### config.mk
export PLATFORM = sky130hd
export DESIGN_NAME = vfd_freq_ctrl
export DESIGN_NICKNAME = d
export VERILOG_FILES = /design/src/rtl/vfd_pkg.sv /design/src/rtl/key_debounce.sv /design/src/rtl/vfd_freq_ctrl.sv
export SDC_FILE = /design/constraint.sdc
export NUM_CORES = 1
export LEC_CHECK = 0
export ABC_CLOCK_PERIOD_IN_PS = 5400
export CAP_MARGIN = 20
export CORE_MARGIN = 2
export CORE_UTILIZATION = 35
export CTS_BUF_LIST = sky130_fd_sc_hd__clkbuf_4 sky130_fd_sc_hd__clkbuf_8
export DETAILED_ROUTE_END_ITERATION = 6
export REMOVE_ABC_BUFFERS = 1
export SETUP_SLACK_MARGIN = 0.15
export SYNTH_ARGS = -nofsm -noshare
export SYNTH_HDL_FRONTEND = slang
export SYNTH_SLANG_ARGS = --single-unit
### constraint.sdc
create_clock -name clk_sys -period 5.4 [get_ports clk_sys]
set_clock_uncertainty 0.2 [all_clocks]
set_input_delay 1.08 -clock clk_sys [delete_from_list [all_inputs] [get_ports clk_sys]]
set_output_delay 1.08 -clock clk_sys [all_outputs]
set_load 0.1 [all_outputs]
### src/rtl/vfd_pkg.sv
// Shared constants for the VFD operator frequency controller: FSM state codes,
// key indices and frequency width.
package vfd_pkg;

  localparam int unsigned FW = 10;

  localparam int K_UP  = 0;
  localparam int K_DN  = 1;
  localparam int K_RUN = 2;

  typedef enum logic [2:0] {
    ST_STOP     = 3'd0,
    ST_ACCEL    = 3'd1,
    ST_RUN      = 3'd2,
    ST_DECEL    = 3'd3,
    ST_STOPPING = 3'd4
  } vfd_state_e;

  function automatic logic is_ramp(input vfd_state_e s);
    return s inside {ST_ACCEL, ST_DECEL, ST_STOPPING};
  endfunction

  function automatic logic is_on(input vfd_state_e s);
    return s inside {ST_ACCEL, ST_RUN, ST_DECEL};
  endfunction

endpackage

### src/rtl/key_debounce.sv
// Synchronise and debounce one raw active-low panel key; emit a one-cycle press pulse.
// VFD_KEY_REPEAT_EN adds auto-repeat while the key is held (per-instance REPEAT enable).
module key_debounce #(
  parameter logic [19:0] DB_CNT = 20'd1000000
`ifdef VFD_KEY_REPEAT_EN
  , parameter bit REPEAT = 1'b1
`endif
) (
  input  logic clk_sys,
  input  logic rst_n,
  input  logic key_in,
  output logic key_lvl,
  output logic key_press
);

  logic [1:0]  sync_q;
  logic [19:0] cnt_q;
  logic        lvl_q;
  logic        edge_q;

  always_ff @(posedge clk_sys or negedge rst_n) begin
    if (!rst_n) begin
      sync_q <= 2'b11;
      cnt_q  <= '0;
      lvl_q  <= 1'b1;
      edge_q <= 1'b0;
    end else begin
      sync_q <= {sync_q[0], key_in};
      edge_q <= 1'b0;
      if (sync_q[1] != lvl_q) begin
        if (cnt_q == DB_CNT - 20'd1) begin
          lvl_q  <= sync_q[1];
          cnt_q  <= '0;
          edge_q <= ~sync_q[1];
        end else begin
          cnt_q <= cnt_q + 20'd1;
        end
      end else begin
        cnt_q <= '0;
      end
    end
  end

  assign key_lvl = lvl_q;

`ifdef VFD_KEY_REPEAT_EN
  localparam logic [25:0] REP_FIRST_M1 = 26'(32 * DB_CNT - 1);
  localparam logic [25:0] REP_NEXT_M1  = 26'(8 * DB_CNT - 1);

  logic [25:0] rep_cnt_q;
  logic        rep_armed_q;
  logic        rep_q;

  // Hold time is counted from the debounced fall; first repeat waits longer than the rest.
  always_ff @(posedge clk_sys or negedge rst_n) begin
    if (!rst_n) begin
      rep_cnt_q   <= '0;
      rep_armed_q <= 1'b0;
      rep_q       <= 1'b0;
    end else begin
      rep_q <= 1'b0;
      if (!REPEAT || lvl_q) begin
        rep_cnt_q   <= '0;
        rep_armed_q <= 1'b0;
      end else if (rep_cnt_q == (rep_armed_q ? REP_NEXT_M1 : REP_FIRST_M1)) begin
        rep_q       <= 1'b1;
        rep_cnt_q   <= '0;
        rep_armed_q <= 1'b1;
      end else begin
        rep_cnt_q <= rep_cnt_q + 26'd1;
      end
    end
  end

  assign key_press = edge_q | rep_q;
`else
  assign key_press = edge_q;
`endif

endmodule

### src/rtl/vfd_freq_ctrl.sv
// Operator frequency controller: keys -> setpoint, run/stop FSM and fixed-rate ramp.
// Optional key auto-repeat is enabled by defining VFD_KEY_REPEAT_EN.
module vfd_freq_ctrl
  import vfd_pkg::*;
#(
  parameter logic [19:0] DB_CNT   = 20'd1000000,
  parameter logic [23:0] RAMP_DIV = 24'd5000000,
  parameter logic [9:0]  F_MIN    = 10'd5,
  parameter logic [9:0]  F_MAX    = 10'd500,
  parameter logic [9:0]  F_DEF    = 10'd50,
  parameter logic [9:0]  STEP     = 10'd1
) (
  input  logic          clk_sys,
  input  logic          rst_n,
  input  logic [2:0]    key,
  output logic [FW-1:0] freq,
  output logic [FW-1:0] freq_set,
  output logic          run,
  output logic          busy,
  output logic [2:0]    state
);

  logic [2:0] key_press;

  for (genvar i = 0; i < 3; i++) begin : g_key
    key_debounce #(
      .DB_CNT(DB_CNT)
`ifdef VFD_KEY_REPEAT_EN
      , .REPEAT(i != K_RUN)
`endif
    ) u_db (
      .clk_sys  (clk_sys),
      .rst_n    (rst_n),
      .key_in   (key[i]),
      .key_lvl  (),
      .key_press(key_press[i])
    );
  end

  logic up_p, dn_p, run_p;
  assign up_p  = key_press[K_UP] & ~key_press[K_DN];
  assign dn_p  = key_press[K_DN] & ~key_press[K_UP];
  assign run_p = key_press[K_RUN];

  logic [FW:0]   sp_inc, sp_floor;
  logic [FW-1:0] sp_d;

  always_comb begin
    sp_inc   = {1'b0, freq_set} + {1'b0, STEP};
    sp_floor = {1'b0, F_MIN} + {1'b0, STEP};
    sp_d     = freq_set;
    if (up_p)
      sp_d = (sp_inc > {1'b0, F_MAX}) ? F_MAX : sp_inc[FW-1:0];
    else if (dn_p)
      sp_d = ({1'b0, freq_set} < sp_floor) ? F_MIN : freq_set - STEP;
  end

  vfd_state_e    state_q, state_d;
  logic [FW-1:0] freq_q, freq_d;
  logic [23:0]   ramp_cnt_q;
  logic          tick;

  assign tick = busy && (ramp_cnt_q == RAMP_DIV - 24'd1);

  always_comb begin
    state_d = state_q;
    freq_d  = freq_q;
    case (state_q)
      ST_STOP: begin
        freq_d = '0;
        if (run_p) state_d = ST_ACCEL;
      end
      ST_ACCEL: begin
        if (run_p)                   state_d = ST_STOPPING;
        else if (freq_q == freq_set) state_d = ST_RUN;
        else if (freq_set < freq_q)  state_d = ST_DECEL;
        else if (tick && freq_q < F_MAX) freq_d = freq_q + 1'b1;
      end
      ST_RUN: begin
        if (run_p)                  state_d = ST_STOPPING;
        else if (freq_set > freq_q) state_d = ST_ACCEL;
        else if (freq_set < freq_q) state_d = ST_DECEL;
      end
      ST_DECEL: begin
        if (run_p)                   state_d = ST_STOPPING;
        else if (freq_q == freq_set) state_d = ST_RUN;
        else if (freq_set > freq_q)  state_d = ST_ACCEL;
        else if (tick && freq_q != '0) freq_d = freq_q - 1'b1;
      end
      ST_STOPPING: begin
        if (run_p)             state_d = (freq_set < freq_q) ? ST_DECEL : ST_ACCEL;
        else if (freq_q == '0) state_d = ST_STOP;
        else if (tick)         freq_d = freq_q - 1'b1;
      end
      default: begin
        state_d = ST_STOP;
        freq_d  = '0;
      end
    endcase
  end

  always_ff @(posedge clk_sys or negedge rst_n) begin
    if (!rst_n) begin
      state_q    <= ST_STOP;
      freq_q     <= '0;
      freq_set   <= F_DEF;
      run        <= 1'b0;
      busy       <= 1'b0;
      ramp_cnt_q <= '0;
    end else begin
      state_q  <= state_d;
      freq_q   <= freq_d;
      freq_set <= sp_d;
      run      <= is_on(state_d);
      busy     <= is_ramp(state_d);
      // busy mirrors state_q, so the counter restarts on every entry into a ramp state
      if (state_d != state_q || !busy || tick)
        ramp_cnt_q <= '0;
      else
        ramp_cnt_q <= ramp_cnt_q + 24'd1;
    end
  end

  assign freq  = freq_q;
  assign state = state_q;

endmodule

; ---- Word-level counts from Yosys, hierarchy flattened
; Cells that the tools add are included.
[totals]
register_bits = 121
[op_classes]
addsub = 8
n_lt_le_gt_ge = 5
eq_ne = 28
n_mux = 42
bitwise_logic = 8
n_reduce_logical = 16
[op_table]
columns = op, n
row1 = $mux W10, 15
row2 = $mux W20, 6
row3 = $add A20 B1 Y20 const B, 3
row4 = $eq A20 B20 Y1 const B, 3
row5 = $pmux W10 S4, 1
row6 = $mux W3, 11
row7 = $add A24 B1 Y24 const B, 1
row8 = $eq A24 B23 Y1 const B, 1
row9 = $mux W24, 1
row10 = $ne A2 B2 Y1 const B, 11
row11 = $sub A10 B1 Y10 const B, 2
row12 = $pmux W3 S5, 1
row13 = $eq A3 B2 Y1 const B, 4
row14 = $reduce_and A12 Y1, 1
row15 = $add A10 B1 Y11 const B, 1
row16 = $gt A11 B9 Y1 const B, 1
row17 = $add A10 B1 Y10 const B, 1
row18 = $eq A10 B10 Y1, 1
row19 = $gt A10 B10 Y1, 1
row20 = $logic_not A10 Y1, 1
row21 = $lt A10 B10 Y1, 1
row22 = $lt A10 B3 Y1 const B, 1
row23 = $lt A10 B9 Y1 const B, 1
row24 = $reduce_bool A10 Y1, 1
row25 = 15 further kinds, 36

; ---- Depth between registers and ports, before layout
; Gate-level depths: netlist of run 1.
[logic_depth]
word_depth = 9
ltp_mapped = 12
depth_no_buf = 12

; ---- Modules after synthesis
; Synthesis of run 1 repeated with hierarchy kept, for this count alone.
[unflattened]
cells_unflattened = 741
hier_area_um2 = 7166.9
[by_module_without_submodules]
columns = mod, instances, cells_each, area_each_um2, seq_area_each_um2
row1 = vfd_freq_ctrl, 1, 420, 3601.0, 1229.9
row2 = key_debounce, 3, 107, 1188.6, 604.3

; ---- Worst setup path before layout of run 1
; Ideal clock, no wire load.
[synth_path]
path_kind = register -> register
start = register state_q[1] (netlist: state[1])
end = register freq_q[8] (netlist: freq[8])
t_arrival_ps = 3417
required_ps = 5074
setup_slack_ps = 1656
path_stages_with_launch = 13
path_buffers = 1
path_cell_list = dfrtp_1 -> clkbuf_1 -> nor2_1 -> a22oi_1 -> inv_1 -> ha_1 -> nor2b_1 -> o21ai_0 -> a21oi_1 -> o41ai_1 -> xor2_1 -> nor2_1 -> mux2_2
[synth_via]
elab_chain_len = 3
[synth_rtl]
columns = element, line
row1 = start: declaration, vfd_freq_ctrl.sv:58  ; vfd_state_e state_q, state_d;
row2 = start signal: assignment, vfd_freq_ctrl.sv:111  ; state_q <= state_d;
row3 = "$eq A3 B1 Y1, or another cell as far along", vfd_freq_ctrl.sv:68  ; case (state_q)
row4 = $ne A2 B2 Y1 (no line) / $not A1 Y1 (equally long branches), --
row5 = $reduce_and A12 Y1 (no line), --
row6 = end signal: assignment, vfd_freq_ctrl.sv:112  ; freq_q <= freq_d;
row7 = end: declaration, vfd_freq_ctrl.sv:59  ; logic [FW-1:0] freq_q, freq_d;
; Parallel ways exist; a longest one is shown, timed or not.
; A chain may end at the register's enable or synchronous reset.

; ---- Worst setup path after layout of run 1
[layout_path]
start = register freq_set[3]
end = output freq_set[3]
[layout_lines]
columns = element, line
row1 = start: declaration, vfd_freq_ctrl.sv:17  ; output logic [FW-1:0] freq_set,
row2 = start signal: assignment, vfd_freq_ctrl.sv:113  ; freq_set <= sp_d;
; No word-level cell between the ends.

==> insert_results.sql, run 1 <==
INSERT INTO impl_metrics (metric_group, metric, value, unit) VALUES
('outcome', 'outcome', 'finished clean', ''),
('timing', 'min_period', '3630', 'ps'),
('setup_path', 'startpoint', 'freq_set[3]', ''),
('placement', 'numPortBuffers', '29', ''),
('placement', 'half_perimeter_wire_length_after_placement', '9.32', 'mm'),
('floorplanning', 'fp.coreArea', '18800', 'sq um'),
('pwr', 'vdd.ir_drop.worst', '0.000204', 'V'),
('worst_hold_path', 'timing.hold.worst_path_depth', '0', ''),
('setup_path', 'required', '4120', 'ps'),
('pwr', 'total_power', '0.00184', 'W'),
('final_layout', 'final_layout_size_suffix_gt1_share', '9.42', '%'),
('setup_path', 'crit_path_start_kind', 'flop', ''),
('synth', 'synthCells', '732', ''),
('drt', 'drtIter0Drc', '354', ''),
('synth', 'synth-edff-count', '0', ''),
('setup_path', 'critical_path_arrival', '2350', 'ps'),
('final_layout', 'sequential_standard_cell_area', '3040', 'sq um'),
('clock_network', 'cts.path.max_buffers', '2', ''),
('synth', 'netlist_area', '6740', 'sq um'),
('global_route', 'all_layer_global_routing_usage', '14.2', '%'),
('setup_path', 'path_cells', 'clkdlybuf4s50_1', ''),
('synth', 'synth_cell_type_count', '64', ''),
('drt', 'avgViaCountPerCell', '4.98', ''),
('drt', 'detail_route.first_pass.iterations', '4', ''),
('setup_path', 'path_class', 'flop to output port', ''),
('worst_hold_path', 'worstHoldPathType', 'flop to flop', ''),
('drt', 'avgRoutedWirePerCell', '13.0', 'um'),
('timing', 'slew-limit-headroom', '33.2', '%'),
('pwr', 'total_leakage_power', '3.15', 'nW'),
('placement', 'post-place-cells', '1003', ''),
('floorplanning', 'initial_utilization', '35.8', '%'),
('synth', 'synthArstFlopShare', '100', '%'),
('final_layout', 'number_of_antenna_diodes', '0', ''),
('setup_path', 'worst-path-max-fanout', '18', ''),
('global_route', 'grt.overflow.total', '0', ''),
('floorplanning', 'pin_count', '30', ''),
('global_route', 'pin_count_of_the_biggest_net_entering_global_routing', '62', ''),
('final_layout', 'multiInputGateArea', '3490', 'sq um'),
('flow_run', 'max_cap_violations', '0', ''),
('clock_network', 'post_cts_buffers', '0', ''),
('clock_network', 'clk_pin_slew', '70', 'ps'),
('placement', 'globalplace.congestion', '0.814', ''),
('drt', 'antenna_left', '0', ''),
('clock_network', 'clockRootBuffer', 'clkbuf_8', ''),
('setup_path', 'worstSetupEndpointType', 'output port', ''),
('synth', 'synth-seq-cells', '121', ''),
('synth', 'synth_flop_type', 'dfrtp_1', ''),
('timing', 'slew_violations', '0', ''),
('setup_path', 'worst-path-buf-inv', '1', ''),
('synth', 'syn_avg_cell_area', '9.21', 'sq um'),
('drt', 'detail_route.wirelength', '13.4', 'mm'),
('synth', 'ys_warn_count', '0', ''),
('setup_path', 'critical_path.top_delay_family', 'buffers and inverters', ''),
('timing', 'setup-violations-final', '0', ''),
('timing', 'share_of_the_clock_period_used_by_the_worst_path', '67.2', '%'),
('timing', 'fmaxAchievable', '276', 'MHz'),
('floorplanning', 'rows', '50', ''),
('clock_network', 'tritoncts', 'done', ''),
('timing', 'worst_slew_pin_slew', '998', 'ps'),
('clock_network', 'h_tree_level_count', '4', ''),
('setup_path', 'worst_r2r_path_depth', '11', ''),
('setup_path', 'regToRegStartpoint', 'state[1]', ''),
('final_layout', 'area_growth_syn_to_layout', '14.4', '%'),
('global_route', 'grt_first_pass_wirelength', '23.3', 'mm'),
('drt', 'post_route_drc', '0', ''),
('floorplanning', 'die_h', '143', 'um'),
('floorplanning', 'dieArea', '20400', 'sq um'),
('final_layout', 'layout.filler_cells', '1835', ''),
('setup_path', 'critical_path_cell_with_the_highest_stage_delay', 'clkdlybuf4s50_1', ''),
('clock_network', 'ctsResizeCount', '0', ''),
('timing', 'hold_viol_final', '0', '');
==> report_power, final <==
part	switching, W	internal (W)
Combinational	0.0000288	0.00000936
Clock	0.000369	0.000511
Sequential	0.00000677	0.000916
==> layer usage <==
metal  vias to the layer above  part of all wire (%)  wire (um)  GRT usage, %
li1                       2597                     -          -             -
met1                      2457                    49       6530          18.9
met2                        86                    47       6240          22.1
met3                        13                   3.2        435          3.15
met4                         0                   1.5        205          6.31
met5                         -                     0          0             0
==> final timing paths <==
kind | slack (ps) | endpoint
worst max-delay path | 1770 | freq_set[3]
worst min-delay path | 160 | g_key[1].u_db.sync_q[1]
worst max register to register | 2050 | freq[8]
worst min register to register | 160 | g_key[1].u_db.sync_q[1]
max in group asynchronous | 3510 | g_key[2].u_db.key_lvl
min in group asynchronous | 510 | freq_set[7]
==> logic make-up after synthesis <==
logic type,count (synthesis),share of synthesized area [%]
AND/OR/NAND/NOR,345,25.1
flip-flops,121,45.1
AO/OA/AOI/OAI,95,8.98
XOR/XNOR,81,10.5
buffers and inverters,50,3.06
adder cells (fa/ha/maj),26,4.94
multiplexers,14,2.32
==> layout by cell type (no fill, tap or decap), types with 6 or more instances in the layout <==
cell type	instances
xnor2_1	27
and3_1	13
clkdlybuf4s50_1	28
dfstp_2	12
a21oi_1	29
o21ai_0	27
nand4_1	14
nor3_1	16
nor2b_1	6
mux2_2	13
dfrtp_1	109
nor2_1	131
xor2_1	54
clkbuf_8	21
inv_1	30
nand3_1	45
nand2b_1	9
or3_1	8
ha_1	25
nor4_1	13
nand2_1	55
==> Yosys cell counts, drive strengths merged, types with 2 or more instances <==
master	instances	area (sq um)
clkbuf	15	57.6
a21oi	29	145
o21a	2	15.0
a31oi	5	31.3
dfrtp	109	2730
and2	5	31.3
o211ai	2	15.0
o31ai	2	15.0
or4	3	22.5
xnor2	27	236
a22oi	3	22.5
or3	8	50.1
xor2	54	473
o22ai	2	12.5
nor4bb	4	40.0
a21o	2	15.0
nand2b	9	56.3
nor4	13	81.3
and3	13	81.3
nor3	17	96.4
nand4	16	113
dfstp	12	315
a211oi	3	27.5
ha	25	313
a2111o	2	22.5
or2	5	31.3
and4	4	35.0
and4b	2	20.0
a32oi	2	17.5
nand3	45	225
inv	30	113
buf	5	36.3
nor3b	4	30.0
nor2b	6	37.5
mux2	13	146
a2111oi	2	23.8
nand2	56	213
nor2	131	492
o21ai	27	135
nor4b	3	26.3
==> flip-flops by register name (all words and copies together), names as in the netlist <==
name,flops
g_key.u_db.key_press,3
g_key.u_db.cnt_q,60
freq_set,10
state,3
ramp_cnt_q,24
g_key.u_db.sync_q,6
freq,10
g_key.u_db.key_lvl,3
busy,1
run,1
==> cell type report <==
type                            instances  area share [%]
Clock inverter                         10            1.83
Timing Repair Buffer                   31            3.92
Clock buffer                           22            3.84
Tap cell                              260            4.22
Sequential cell                       121            39.4
Inverter                               30            1.46
Multi-Input combinational cell        561            45.3
==> metrics by stage <==
step           util (%)  hold WS (ps)  setup slack (ps)  instance area [sq um]
3_5_place_dp       38.7           148              2070                   7280
5_1_grt            41.0           158              1650                   7720
3_3_place_gp       38.7           147              2160                   7280
4_1_cts            41.0           154              1730                   7720
6_report           41.0           157              1770                   7720
2_1_floorplan         -           145              1750                   6650
Power figures use the tool's default switching activity.
==> run 2, diff against run 1 <==
--- a/config.mk
+++ b/config.mk
@@ -5,7 +5,7 @@
 export SDC_FILE = /design/constraint.sdc
 export NUM_CORES = 1
 export LEC_CHECK = 0
-export ABC_CLOCK_PERIOD_IN_PS = 5400
+export ABC_CLOCK_PERIOD_IN_PS = 2900
 export CAP_MARGIN = 20
 export CORE_MARGIN = 2
 export CORE_UTILIZATION = 35
==> constraint.sdc (replaced) <==
create_clock -name clk_sys -period 2.9 [get_ports clk_sys]
set_clock_uncertainty 0.2 [all_clocks]
set_input_delay 0.58 -clock clk_sys [delete_from_list [all_inputs] [get_ports clk_sys]]
set_output_delay 0.58 -clock clk_sys [all_outputs]
set_load 0.1 [all_outputs]
==> run 2 against run 1 <==
Highest routed layer unchanged. First-iteration DRC count decreased by 6.2%. Clock-buffer cell count increased by 3. Combinational power increased by 110%. Critical path depth increased by 12. Critical endpoint is now freq[7]. Global-route usage increased by 0.31 points. Cell count increased by 4.5%.
==> insert_results.sql, run 2 (same netlist as run 1, synthesis figures left out) <==
INSERT INTO impl_metrics (metric_group, metric, value, unit) VALUES
('floorplanning', 'rows', '50', ''),
('timing', 'timing.setup.tns', '0', 'ps'),
('pwr', 'power_density', '404', 'nW/um^2'),
('drt', 'detail_route.wirelength', '14.2', 'mm'),
('setup_path', 'worstReg2RegEnd', 'freq[7]', ''),
('worst_hold_path', 'hold_start', 'g_key[2].u_db.sync_q[0]', ''),
('global_route', 'pin_count_of_the_biggest_net_entering_global_routing', '64', ''),
('floorplanning', 'pin_count', '30', ''),
('final_layout', 'finalNetCount', '840', ''),
('floorplanning', 'die_h', '143', 'um'),
('clock_network', 'tritoncts_num_sinks', '121', ''),
('setup_path', 'worst-path-max-fanout', '7', ''),
('setup_path', 'worstSetupEndpointType', 'flop', ''),
('timing', 'slew_violations', '0', ''),
('clock_network', 'h_tree_level_count', '4', ''),
('final_layout', 'leading_registers_by_flop_count', 'g_key.u_db.cnt_q (60), ramp_cnt_q (24)', ''),
('flow_run', 'max_cap_violations', '0', ''),
('final_layout', 'final_layout_size_suffix_gt1_share', '20.6', '%'),
('final_layout', 'number_of_antenna_diodes', '0', ''),
('final_layout', 'most-common-layout-cells', 'nor2_1, dfrtp_1, buf_4, xor2_1, nand2_1', ''),
('final_layout', 'layout.filler_cells', '1820', ''),
('timing', 'worst_slew_pin_slew', '730', 'ps'),
('drt', 'post_route_drc', '0', ''),
('drt', 'drtIter0Drc', '332', ''),
('drt', 'vias', '5308', ''),
('pwr', 'combPwrFrac', '2.4', '%'),
('placement', 'numPortBuffers', '29', ''),
('pwr', 'vdd.ir_drop.worst', '0.000376', 'V'),
('timing', 'share_of_the_clock_period_used_by_the_worst_path', '93.2', '%'),
('timing', 'min_period', '2700', 'ps'),
('floorplanning', 'chipWidth', '143', 'um'),
('drt', 'avgViaCountPerCell', '4.91', ''),
('pwr', 'clock_power_share', '46.0', '%'),
('pwr', 'power.internal', '0.00262', 'W'),
('placement', 'post-place-cells', '1040', ''),
('outcome', 'outcome', 'finished clean', ''),
('setup_path', 'worst_r2r_path_depth', '13', ''),
('drt', 'avgRoutedWirePerCell', '13.1', 'um'),
('setup_path', 'rrSetupSlack', '200', 'ps'),
('floorplanning', 'dieArea', '20400', 'sq um'),
('final_layout', 'max_reg_flops', '60', ''),
('setup_path', 'regToRegStartpoint', 'state[0]', ''),
('timing', 'grt_setup_unrepaired', 'yes', ''),
('pwr', 'total_leakage_power', '3.49', 'nW'),
('setup_path', 'crit_path_start_kind', 'flop', ''),
('final_layout', 'area_growth_syn_to_layout', '22.0', '%'),
('pwr', 'power_frac_seq', '51.7', '%'),
('clock_network', 'cts.path.max_buffers', '2', ''),
('clock_network', 'cts_inserted_buffers', '17', ''),
('timing', 'fmaxAchievable', '370', 'MHz'),
('clock_network', 'clk_pin_slew', '70', 'ps'),
('placement', 'half_perimeter_wire_length_after_placement', '9.64', 'mm'),
('global_route', 'via_count_of_the_first_global_routing_pass', '5002', ''),
('clock_network', 'clockRootBuffer', 'clkbuf_8', ''),
('worst_hold_path', 'worstHoldEndpoint', 'g_key[2].u_db.sync_q[1]', ''),
('final_layout', 'final_cell_count_no_fill', '1082', ''),
('global_route', 'grt_first_pass_wirelength', '23.8', 'mm'),
('final_layout', 'postLayoutCellArea', '8230', 'sq um'),
('global_route', 'all_layer_global_routing_usage', '14.5', '%'),
('floorplanning', 'fp.coreArea', '18800', 'sq um'),
('setup_path', 'required', '3020', 'ps'),
('placement', 'globalplace.congestion', '0.860', ''),
('drt', 'antenna_left', '0', ''),
('clock_network', 'later_pin_clock_latency_in_the_skew_report', '430', 'ps'),
('pwr', 'total_power', '0.00333', 'W'),
('setup_path', 'path_class', 'flop to flop', ''),
('global_route', 'grt_antenna_before_repair', '0', ''),
('setup_path', 'critical_path_arrival', '2820', 'ps'),
('timing', 'slew-limit-headroom', '51.4', '%'),
('worst_hold_path', 'timing.hold.worst_path_depth', '0', ''),
('timing', 'hold-worst-slack', '155', 'ps'),
('global_route', 'grt.overflow.total', '0', ''),
('timing', 'hold_viol_final', '0', ''),
('worst_hold_path', 'worstHoldPathType', 'flop to flop', ''),
('final_layout', 'max_flop_register', 'g_key.u_db.cnt_q', ''),
('pwr', 'sw_frac_of_total', '21.3', '%'),
('floorplanning', 'initial_utilization', '35.8', '%'),
('placement', 'dpl_cell_area', '7520', 'sq um'),
('drt', 'detail_route.first_pass.iterations', '5', ''),
('final_layout', 'layout_commonest_cell', 'nor2_1', ''),
('timing', 'setup-violations-final', '0', ''),
('clock_network', 'tritoncts', 'done', ''),
('pwr', 'total_switching_power', '0.000708', 'W');
==> run 2: what timing repair did <==
action / in CTS / in global routing
hold endpoints to repair: 8 / 0
setup endpoints to repair: 28 / 38
cloned: 0 / 0
hold buffers: 1 / 0
pin swaps: 1 / 12
buffers inserted: 1 / 8
gates resized for setup: 6 / 37
==> run 2: worst max path at each step <==
stage | startpoint | end | slack [ps] | cells past startpoint
after CTS | freq_set[9] | ramp_cnt_q[11] | 160 | 9
after detailed placement | state[0] | freq[9] | 110 | 12
after global placement | state[0] | freq[9] | 130 | 12
after global routing | state[0] | freq[6] | 20 | 12
final | state[0] | freq[7] | 200 | 13
after floorplan | state[1] | freq[8] | -750 | 11
==> run 2: cell type report <==
| cell class | instances | area, sq um | area share (%) |
|---|---|---|---|
| flip-flops and latches | 121 | 3040 | 37.0 |
| inverters | 30 | 113 | 1.37 |
| clock buffers | 25 | 319 | 3.88 |
| clock inverters | 7 | 90.1 | 1.09 |
| repair buffers | 78 | 637 | 7.74 |
| multi-input cells | 561 | 3700 | 45.0 |
| well taps | 260 | 325 | 3.95 |
==> run 2: power by group through the flow <==
stage	clock network, W	logic, W	registers [W]
finish	0.00153	0.0000784	0.00172
global route	0.00165	0.0000933	0.00172
CTS	0.00159	0.0000825	0.00172
detailed placement	0	0.0000814	0.00175
global placement	0	0.0000809	0.00175
floorplan	0	0.0000257	0.00175
==> run 2: worst max-delay path: stages (launching register included) <==
cell	delay, ps
dfrtp_1	410
inv_1	90
nor2_1	60
a22oi_1	200
inv_1	130
buf_6	160
ha_1	280
a21oi_2	220
nor2_4	60
nor4_4	190
buf_4	170
or3_1	110
a21oi_2	50
mux2_2	260
==> run 2: per-stage QoR <==
stage | utilization [%] | setup slack (ps)
global route | 43.7 | 19.0
detailed placement | 39.9 | 113
finish | 43.7 | 199
floorplan | - | -752
CTS | 42.4 | 160
global placement | 39.9 | 133
==> run 2: per-layer routing <==
layer	routed length, um	GRT usage, %
met1	7090	20.3
met2	6470	22.3
met3	461	2.92
met4	190	5.16
met5	0	0
